<file path="config.mk">
export PLATFORM = sky130hd
export DESIGN_NAME = pre_if_stage
export DESIGN_NICKNAME = d
export VERILOG_FILES = /design/src/rtl/pre_if_stage_pkg.sv /design/src/rtl/preif_redirect_buf.sv /design/src/rtl/pre_if_stage.sv
export SDC_FILE = /design/constraint.sdc
export NUM_CORES = 1
export LEC_CHECK = 0
export ABC_CLOCK_PERIOD_IN_PS = 3100
export BUFFER_PORTS_ARGS = -buffer_cell sky130_fd_sc_hd__buf_2
export CORE_MARGIN = 3
export CORE_UTILIZATION = 43
export DETAILED_ROUTE_END_ITERATION = 12
export PLACE_DENSITY_LB_ADDON = 0.25
export SETUP_SLACK_MARGIN = 0.02
export SLEW_MARGIN = 20
export SYNTH_ARGS = -nofsm -noshare
export SYNTH_HDL_FRONTEND = slang
export SYNTH_SLANG_ARGS = --single-unit
</file>
<file path="constraint.sdc">
create_clock -name clk -period 3.1 [get_ports clk]
set_input_delay 0.62 -clock clk [delete_from_list [all_inputs] [get_ports clk]]
set_output_delay 0.62 -clock clk [all_outputs]
set_load 0.01 [all_outputs]
</file>
<file path="src/rtl/pre_if_stage_pkg.sv">
// Shared pipeline definitions for the pre-IF stage.
// Holds the reset vector, the pre-IF FSM state encoding and the redirect
// priority encoding, plus a helper that picks the winning redirect source.
package pre_if_stage_pkg;

  localparam logic [31:0] ResetVector = 32'h1C00_0000;
  // pc resets one word below the vector so the first nextpc (pc+4) is the vector
  localparam logic [31:0] ResetPc     = ResetVector - 32'd4;

  typedef enum logic [1:0] {
    StIdle      = 2'd0,
    StRun       = 2'd1,
    StRedirPend = 2'd2
  } preif_state_e;

  typedef enum logic [1:0] {
    RedirNone = 2'd0,
    RedirExcp = 2'd1,
    RedirErtn = 2'd2,
    RedirBr   = 2'd3
  } redir_sel_e;

  // Exception beats exception-return beats branch.
  function automatic redir_sel_e redir_select(input logic excp, input logic ertn,
                                              input logic br);
    if (excp) begin
      return RedirExcp;
    end else if (ertn) begin
      return RedirErtn;
    end else if (br) begin
      return RedirBr;
    end
    return RedirNone;
  endfunction

endpackage

</file>
<file path="src/rtl/preif_redirect_buf.sv">
// Redirect buffer and control FSM for the pre-IF stage.
// Holds a redirect target that arrived while IF was stalled so it can be
// fetched once IF accepts again.
// Ports:
//   clk, resetn         - clock, synchronous active-low reset
//   fs_allow_in         - IF can accept a fetch this cycle
//   redir_valid_i       - some live redirect is asserted this cycle
//   redir_target_i      - target of the highest-priority live redirect
//   to_fs_valid_o       - stage out of reset (state != IDLE)
//   pend_o              - a buffered redirect is waiting (REDIR_PEND)
//   buf_target_o        - buffered redirect target
module preif_redirect_buf
  import pre_if_stage_pkg::*;
(
  input  logic        clk,
  input  logic        resetn,
  input  logic        fs_allow_in,
  input  logic        redir_valid_i,
  input  logic [31:0] redir_target_i,
  output logic        to_fs_valid_o,
  output logic        pend_o,
  output logic [31:0] buf_target_o
);

  preif_state_e state_q, state_d;
  logic [31:0]  buf_q, buf_d;

  always_ff @(posedge clk) begin
    if (!resetn) begin
      state_q <= StIdle;
      buf_q   <= 32'h0;
    end else begin
      state_q <= state_d;
      buf_q   <= buf_d;
    end
  end

  always_comb begin
    state_d = state_q;
    buf_d   = buf_q;
    unique case (state_q)
      StIdle: begin
        state_d = StRun;
      end
      StRun: begin
        if (redir_valid_i && !fs_allow_in) begin
          state_d = StRedirPend;
          buf_d   = redir_target_i;
        end
      end
      StRedirPend: begin
        if (fs_allow_in) begin
          // The fetch this cycle consumes the buffer (or a newer live redirect).
          state_d = StRun;
        end else if (redir_valid_i) begin
          buf_d = redir_target_i;
        end
      end
      default: begin
        state_d = StIdle;
      end
    endcase
  end

  assign to_fs_valid_o = (state_q != StIdle);
  assign pend_o        = (state_q == StRedirPend);
  assign buf_target_o  = buf_q;

endmodule

</file>
<file path="src/rtl/pre_if_stage.sv">
// Pre-IF stage: generates nextpc, drives the instruction SRAM request and
// holds the pc of the instruction currently in IF.
// Optional feature: define PREIF_ADEF_CHECK_EN to allow misaligned fetch
// addresses and flag them on excp_adef; otherwise nextpc is forced word-aligned
// and excp_adef is tied low.
// Ports:
//   clk, resetn                 - clock, synchronous active-low reset
//   fs_allow_in                 - IF can accept a new fetch
//   br_taken / br_target        - branch redirect
//   excp_flush / excp_entry     - exception redirect (highest priority)
//   ertn_flush / ertn_target    - exception-return redirect
//   to_fs_valid                 - fetch handed to IF is valid
//   pc                          - pc of the instruction in IF
//   excp_adef                   - held pc is misaligned
//   br_taken_cancel             - instruction in IF is wrong-path
//   inst_sram_en/inst_sram_addr - instruction SRAM read request (addr = nextpc)
module pre_if_stage
  import pre_if_stage_pkg::*;
(
  input  logic        clk,
  input  logic        resetn,
  input  logic        fs_allow_in,
  input  logic        br_taken,
  input  logic [31:0] br_target,
  input  logic        excp_flush,
  input  logic [31:0] excp_entry,
  input  logic        ertn_flush,
  input  logic [31:0] ertn_target,
  output logic        to_fs_valid,
  output logic [31:0] pc,
  output logic        excp_adef,
  output logic        br_taken_cancel,
  output logic        inst_sram_en,
  output logic [31:0] inst_sram_addr
);

  redir_sel_e  redir_sel;
  logic        redir_valid;
  logic [31:0] live_target;
  logic        pend;
  logic [31:0] buf_target;
  logic [31:0] nextpc;
  logic [31:0] pc_q, pc_d;

  assign redir_sel   = redir_select(excp_flush, ertn_flush, br_taken);
  assign redir_valid = (redir_sel != RedirNone);

  always_comb begin
    live_target = br_target;
    unique case (redir_sel)
      RedirExcp: live_target = excp_entry;
      RedirErtn: live_target = ertn_target;
      RedirBr:   live_target = br_target;
      default:   live_target = br_target;
    endcase
  end

  preif_redirect_buf u_redirect_buf (
    .clk            (clk),
    .resetn         (resetn),
    .fs_allow_in    (fs_allow_in),
    .redir_valid_i  (redir_valid),
    .redir_target_i (live_target),
    .to_fs_valid_o  (to_fs_valid),
    .pend_o         (pend),
    .buf_target_o   (buf_target)
  );

  always_comb begin
    if (redir_valid) begin
      nextpc = live_target;
    end else if (pend) begin
      nextpc = buf_target;
    end else begin
      nextpc = pc_q + 32'd4;
    end
`ifndef PREIF_ADEF_CHECK_EN
    nextpc[1:0] = 2'b00;
`endif
  end

  assign pc_d = fs_allow_in ? nextpc : pc_q;

  always_ff @(posedge clk) begin
    if (!resetn) begin
      pc_q <= ResetPc;
    end else begin
      pc_q <= pc_d;
    end
  end

  assign pc              = pc_q;
  assign inst_sram_addr  = nextpc;
  assign inst_sram_en    = fs_allow_in & resetn;
  assign br_taken_cancel = excp_flush | ertn_flush | br_taken | pend;

`ifdef PREIF_ADEF_CHECK_EN
  assign excp_adef = to_fs_valid & (|pc_q[1:0]);
`else
  assign excp_adef = 1'b0;
`endif

endmodule

</file>
; ---- Word-level counts from Yosys, hierarchy flattened
; Cells that the tools add are included.
[word_totals]
out_inout_bits = 68
latchBits = 0
input_bits = 102
word_cells = 41
mem_bits_rw = 0
n_memories = 0
regBits = 64
rom_bits = 0
[classes]
addsub = 1
magnitude_cmp = 0
eq_ne = 8
shift = 0
multipliers = 0
muxes = 17
div_mod_pow = 0
bitwise = 4
reduce_logical = 8
[ops]
columns = operator, n
row1 = 32-bit 2-to-1 mux, 5
row2 = 32-bit one-hot mux with 2 select lines, 2
row3 = "32-bit by 3-bit adder with 32-bit output, second input constant", 1
row4 = 2-bit 2-to-1 mux, 6
row5 = 2-bit one-hot mux with 3 select lines, 1
row6 = 2-bit nonzero test, 3
row7 = "2-bit by 1-bit == test with 1-bit output, second input constant", 2
row8 = "2-bit == test, second input constant", 2
row9 = "2-bit by 1-bit != test with 1-bit output, second input constant", 2
row10 = "2-bit != test, second input constant", 2
row11 = 4-bit AND reduction, 1
row12 = 1-bit 2-to-1 mux, 3
row13 = 1-bit bitwise OR, 3
row14 = 2-bit zero test, 1
row15 = 2-bit AND reduction, 1
row16 = 1-bit AND, 1
row17 = 1-bit logical AND, 1
row18 = 1-bit zero test, 1

; ---- Logic depth before layout (Yosys ltp)
; Gate-level depths: netlist of run 1.
[logic_depth]
ltp_word = 9
ltp_mapped = 13
mapped_depth_nobuf = 9

; ---- Cells and area by module
; From an unflattened synthesis of run 1, not the netlist that was laid out.
[unflattened]
hier_cells = 628
hier_area_um2 = 4739.5
[by_module_without_submodules]
columns = module, cells_each, area_each_um2, n_inst
row1 = pre_if_stage, 477, 3335.7, 1
row2 = preif_redirect_buf, 151, 1403.8, 1

; ---- Least setup slack after synthesis of run 1
; Ideal clock, no wire load.
[synth_path]
kind = input port to output port
start = input excp_flush
end = output inst_sram_addr[23]
cell_stages = 9
slack_ns = -0.091
n_path_buf = 4
arrival_time_ns = 2.571
required_ns = 2.480
path_cell_list = clkbuf_1 clkbuf_1 a21oi_1 ha_1 clkbuf_1 buf_1 a221o_1 o21ai_0 o221ai_1
[synth_via]
elab_chain_cells = 5
elab_cells_between_ends = 8
classes_between = 2 x eq/ne / 5 x mux / 1 x reduce/logical
[synth_rtl]
columns = element, line_no
row1 = start: declaration, pre_if_stage.sv:25  ; input logic excp_flush,
row2 = 2-bit 2-to-1 mux or 1-bit 2-to-1 mux (tied branches), pre_if_stage_pkg.sv:26  ; if (excp) begin
row3 = 2-bit 2-to-1 mux *, pre_if_stage_pkg.sv:33  ; return RedirNone;
row4 = 2-bit == test or 2-bit by 1-bit == test with 1-bit output (tied branches), pre_if_stage.sv:50  ; unique case (redir_sel)
row5 = 32-bit one-hot mux with 2 select lines, pre_if_stage.sv:50
row6 = 32-bit 2-to-1 mux *, pre_if_stage.sv:70  ; if (redir_valid) begin
row7 = end: declaration, pre_if_stage.sv:34  ; output logic [31:0] inst_sram_addr
; Mark *: on every way between the ends. The rest lies on a longest branch, timed or not.

; ---- Worst setup path in the final report of run 1
[layout_path]
start = register pc_q[18] (netlist: pc[18])
end = output inst_sram_addr[31]
[layout_via]
elab_chain_cells = 3
[layout_rtl]
columns = element, line_no
row1 = start: declaration, pre_if_stage.sv:43  ; logic [31:0] pc_q, pc_d;
row2 = start signal: assignment, pre_if_stage.sv:86  ; pc_q <= ResetPc;
row3 = start signal: assignment, pre_if_stage.sv:88  ; pc_q <= pc_d;
row4 = 32-bit by 3-bit adder with 32-bit output, pre_if_stage.sv:75  ; nextpc = pc_q + 32'd4;
row5 = 32-bit 2-to-1 mux, pre_if_stage.sv:72  ; end else if (pend) begin
row6 = 32-bit 2-to-1 mux, pre_if_stage.sv:70
; Every way passes these cells.

==> flow_summary.ini, run 1 <==
[worst_setup_path]
critPathMaxStageDelay_ns = 0.58
crit_fanout = 8
regToRegSetupSlack_ns = 0.90
worstPathCellList = nand4_1 > or4_4 > or4_4 > xnor2_1 > a21o_1 > buf_2
r2r_start = pc[18]
cp_slowest_cell = or4_4
required_ns = 2.48
arrival_ns = 2.44
crit_family = simple AND/OR/NAND/NOR gates
critical_path_class = reg -> out
end_kind = output pin
startpoint_type = flip-flop
cp-startpoint = pc[18]
path_buf_inv = 1
cpMostUsedCell = or4_4

[timing]
max-slew-margin-rel_pct = 59.9
finalSetupTns_ns = 0
setup_violations = 0
fmax_mhz = 327
slew_violations = 0
rsz0062_at_grt = true
min_period_ns = 3.06
worst_pin_slew_ns = 0.595
hold_violations = 0
fin_crit_sh_pct = 98.6
finClkSkew_ns = 0.00944

[synthesis]
async_flop_share_pct = 0
synth-edff-count = 0
yosys_warnings = 0
yosysSeqAreaShare_pct = 27.6
ys.flop_type = dfxtp_1
synth_area_mm2 = 0.00450
syn_inst = 623
syn_area_per_cell_um2 = 7.23
ys_ff_latch = 62
synth_cell_types = 60

[floorplanning]
die_h_um = 108
start_util_pct = 45.2
die_x_um = 108
io_pins = 170
rows = 36
dieArea_mm2 = 0.0117
core-area_mm2 = 0.00995

[detailed_routing]
drc = 0
drt-initial-drc-count = 386
drt-vias-per-instance = 5.96
firstDrtPassIters = 5
drt-wirelength-per-cell_um = 17.5
num_vias = 5598
postRouteAntennaNets = 0
wl_mm = 16.4

[global_route]
grt.met2_usage_pct = 42.5
grt_pass1_vias = 5111
antenna_found_initial = 0
grt_pass1_wl_mm = 25.3
use_met1_pct = 37.0
busiest_layer = met2
gr-total-overflow = 0
grt_usage_pct = 27.4
grt_use_met3_pct = 4.06
grt_max_degree = 37

[outcome]
status = complete, no violations

[final_layout]
antenna_cells = 0
drive_gt1_share_pct = 37.2
area_delta_synth_final_pct = 37.5
fin_area_mm2 = 0.00619
fin_cells = 940
finalNetCount = 907

[place]
io_buffer_count = 158
dpl.cell_count = 917
gp_congestion = 0.951
place_hpwl_mm = 12.6
dpl_cell_area_mm2 = 0.00570

[cts]
clkTransAtPathRegs_ns = 0.08
cts_tree = done
cts_root_buf = clkbuf_8
htree_num_levels = 3
cts_buffer_depth = 2
clk_latency_ns = 0.35
cts_buffers = 9
clock_sinks = 62

[run]
drv_cap = 0

[power_and_ir_drop]
leakage_nw = 2.74
finalPower_w = 0.00312
peakVddDrop_v = 0.000263
power.density_mw_per_mm2 = 504

[worst_hold_path]
min_from = u_redirect_buf.buf_target_o[6]
hold_class = reg -> reg
[final cells by class]
type	count	area, um^2
Fill cell	903	3760
Multi-Input combinational cell	489	3080
Timing Repair Buffer	230	1370
Sequential cell	62	1270
Tap cell	133	166
Clock inverter	7	145
Clock buffer	9	124
Inverter	10	37.5
[cell families after synthesis]
logic type / share of synthesized area [%]
xor gates and xnor gates: 4.28
muxes: 2.08
adders and majority gates: 0.834
buffers and inverters: 7.06
AOI/OAI and AO/OA: 30.8
DFF: 27.6
and+or+nand+nor: 27.3
other: 0.0833
[routing by layer]
| layer | up-vias | share of wire [%] |
|---|---|---|
| met5 | - | 0 |
| li1 | 2663 | - |
| met3 | 53 | 9.3 |
| met2 | 326 | 45 |
| met1 | 2556 | 43 |
| met4 | 0 | 3.6 |
[through the flow]
step	utilization [%]	setup WS, ns	hold slack [ns]
after global placement	57.3	-0.0513	0.439
final	62.2	0.0436	0.454
after CTS	60.6	0.0214	0.457
after detailed placement	57.3	-0.0856	0.445
after global routing	62.2	-0.0159	0.481
after floorplan	-	0.0260	0.433
[timing repair]
item                       CTS  global route
hold buffers                 0             0
pin swaps                    5             6
gates resized for setup     23            34
cloned                       0             0
setup endpoints to repair   15            21
buffers inserted             1             6
[state kept, by name, indices dropped and copies added (netlist names)]
signal / cells
u_redirect_buf.buf_target_o: 30
pc: 30
u_redirect_buf.state_q: 2
[worst paths after layout]
kind                                     to  cells after the start
max                      inst_sram_addr[31]                      6
min          u_redirect_buf.buf_target_o[6]                      2
max reg2reg                          pc[24]                      6
min reg2reg  u_redirect_buf.buf_target_o[6]                      2
[synthesized netlist by cell type (7+ instances only)]
cell type / n / area share (%)
nor3_1: 23 / 2.6
clkbuf_1: 51 / 4.3
a21oi_1: 37 / 4.1
or2_2: 10 / 1.4
xor2_1: 13 / 2.5
a21o_1: 12 / 2.0
nand3_1: 29 / 3.2
a32oi_1: 8 / 1.6
a221o_1: 22 / 4.9
a31oi_1: 11 / 1.5
nor4_1: 7 / 0.97
xnor2_1: 9 / 1.8
dfxtp_1: 62 / 28
a221oi_1: 8 / 1.6
o21ai_0: 56 / 6.2
nor2b_1: 10 / 1.4
nand2_1: 46 / 3.8
nand4_1: 8 / 1.1
nor2_1: 78 / 6.5
inv_1: 10 / 0.83
[worst min-delay path: cells and delay by family (launching register included)]
family | cells | cell delay [ns]
AO/OA/AOI/OAI | 1 | 0.05
flip-flops | 1 | 0.31
AND/OR/NAND/NOR | 1 | 0.05
[power breakdown]
part / internal (W) / switching, W / total, W
clock network: 0.000620 / 0.000359 / 0.000978
logic: 0.000528 / 0.000671 / 0.00120
registers: 0.000868 / 0.0000754 / 0.000943
total: 0.00202 / 0.00110 / 0.00312
[layout by cell type (no fill, tap or decap), drive strengths merged, types with 9 or more instances in the layout]
cell type,n
xnor2,9
nand4,9
a21oi,37
inv,11
nand3,29
buf,230
nand2,46
or2,10
clkbuf,9
o21ai,56
nor4,9
xor2,13
nor2,78
nor2b,10
nor3,23
a221o,22
a21o,12
dfxtp,62
a31oi,11
Power figures use the tool's default switching activity.
==> run 2, diff against run 1 <==
--- a/config.mk
+++ b/config.mk
@@ -9,10 +9,12 @@
 export BUFFER_PORTS_ARGS = -buffer_cell sky130_fd_sc_hd__buf_2
 export CORE_MARGIN = 3
 export CORE_UTILIZATION = 43
+export CTS_BUF_LIST = sky130_fd_sc_hd__clkbuf_8
 export DETAILED_ROUTE_END_ITERATION = 12
 export PLACE_DENSITY_LB_ADDON = 0.25
 export SETUP_SLACK_MARGIN = 0.02
 export SLEW_MARGIN = 20
 export SYNTH_ARGS = -nofsm -noshare
 export SYNTH_HDL_FRONTEND = slang
+export SYNTH_HIERARCHICAL = 1
 export SYNTH_SLANG_ARGS = --single-unit
==> flow_summary.ini, run 2 <==
[outcome]
status = complete, no violations

[floorplanning]
die_x_um = 110
core-area_mm2 = 0.0104
start_util_pct = 44.5
dieArea_mm2 = 0.0121
rows = 37
die_h_um = 110
io_pins = 170

[final_layout]
final-seq-area_mm2 = 0.00124
fin_cells = 931
fin_area_mm2 = 0.00611
drive_gt1_share_pct = 33.8
area_delta_synth_final_pct = 31.9
multiInputGateArea_mm2 = 0.00313
layout_commonest_cell = buf_2
finalNetCount = 895
antenna_cells = 0
layout_common_cells = buf_2, nand2_1, dfxtp_1
nFillCells = 1015

[worst_setup_path]
reg2reg_depth = 7
arrival_ns = 2.42
r2r-end = pc[28]
r2r_start = pc[10]
crit_fanout = 29
end_kind = output pin
critical_path_class = in -> out
regToRegSetupSlack_ns = 0.73
required_ns = 2.48
startpoint_type = input port

[detailed_routing]
drt-vias-per-instance = 5.82
firstDrtPassIters = 6
postRouteAntennaNets = 0
drt-initial-drc-count = 483
drt-wirelength-per-cell_um = 17.2
drc = 0
wl_mm = 16.0
num_vias = 5415

[timing]
hold_violations = 0
setup_violations = 0
fin_crit_sh_pct = 98.1
max-slew-margin-rel_pct = 46.0
worst_pin_slew_ns = 0.810
finClkSkew_ns = 0.00951
slew_violations = 0
fmax_mhz = 329
min_period_ns = 3.04
whs_ns = 0.461
rsz0062_at_grt = false
finalSetupTns_ns = 0

[cts]
htree_num_levels = 3
cts_buffer_depth = 2
clock_sinks = 62
clk_latency_ns = 0.36
cts_tree = done
clkTransAtPathRegs_ns = 0.07
cts_root_buf = clkbuf_8
ctsHoldBuffers = 0
cts_buffers = 9

[synthesis]
syn_area_per_cell_um2 = 7.54
syn_inst = 614
yosys_warnings = 6
synth_area_mm2 = 0.00463

[place]
dpl.cell_count = 904
io_buffer_count = 158
gp_congestion = 0.934
place_hpwl_mm = 11.6
dpl_cell_area_mm2 = 0.00572

[worst_hold_path]
min_from = u_redirect_buf/buf_target_o[6]
whs_endpoint = u_redirect_buf/buf_target_o[6]
hold_class = reg -> reg
hold_path_depth = 2

[global_route]
antenna_found_initial = 0
grt_pass1_vias = 4796
grt_usage_pct = 25.6
gr-total-overflow = 0
grt_pass1_wl_mm = 24.2
grt_max_degree = 84

[power_and_ir_drop]
leakage_nw = 2.79
finalPower_w = 0.00286
peakVddDrop_v = 0.000189
power.density_mw_per_mm2 = 468

[run]
drv_cap = 0
-- run 2: cell types whose count changed in the layout (fill, tap and decap cells not counted), moves of 7 or more --
cell / before / now
nor2_1: 76 / 35
dfxtp_1: 52 / 59
nand2_1: 46 / 107
a22oi_1: 3 / 18
or2_2: 10 / 1
mux2i_1: 6 / 39
nor3_1: 21 / 13
inv_1: 9 / 25
xnor2_1: 9 / 16
buf_4: 68 / 53
a21oi_1: 35 / 13
nand3_1: 27 / 11
-- run 2: layout make-up --
cell class,instances,share of cell area [%]
multi-input cells,476,51.2
repair buffers,215,20.6
flip-flops and latches,62,20.4
clock buffers,14,3.15
well taps,136,2.79
inverters,26,1.60
clock inverters,2,0.205
-- run 2: how the worst max path moves through the flow --
stage	from	endpoint	cells past startpoint
after global routing	ertn_flush	inst_sram_addr[16]	11
after detailed placement	br_taken	inst_sram_addr[16]	11
after floorplan	excp_flush	inst_sram_addr[7]	11
after global placement	br_taken	inst_sram_addr[22]	10
after CTS	pc[13]	inst_sram_addr[28]	6
final	br_taken	inst_sram_addr[20]	8
-- run 2: stage by stage --
| step | setup WS, ns | util (%) |
|---|---|---|
| detailed placement | 0.0457 | 54.9 |
| finish | 0.0578 | 58.6 |
| global placement | 0.0669 | 54.9 |
| CTS | 0.0225 | 57.4 |
| global route | 0.0198 | 58.6 |
| floorplan | 0.00208 | - |
-- run 2: worst max-delay path: stages --
cell	delay, ns
buf_2	0.12
a21oi_2	0.18
ha_2	0.31
buf_12	0.16
a221o_1	0.28
a31oi_1	0.40
a21boi_1	0.16
buf_2	0.17
-- run 2: power breakdown --
| part | internal (W) | total [W] | switching, W |
|---|---|---|---|
| sequential | 0.000865 | 0.000951 | 0.0000859 |
| clock | 0.000399 | 0.000738 | 0.000339 |
| combinational | 0.000517 | 0.00117 | 0.000651 |
| total | 0.00178 | 0.00286 | 0.00108 |
-- run 2: layer usage --
metal,global-route usage [%],up-vias,routed length (um)
met5,0,-,0
met1,36.8,2521,7130
li1,-,2569,-
met3,3.76,25,1480
met4,8.90,0,230
met2,38.9,300,7160
-- run 2: what timing repair did --
item	in CTS	in global routing
setup buffers	2	8
endpoints found under the setup margin	9	22
resized for setup	6	24
gates cloned	1	0
pin swaps	3	3
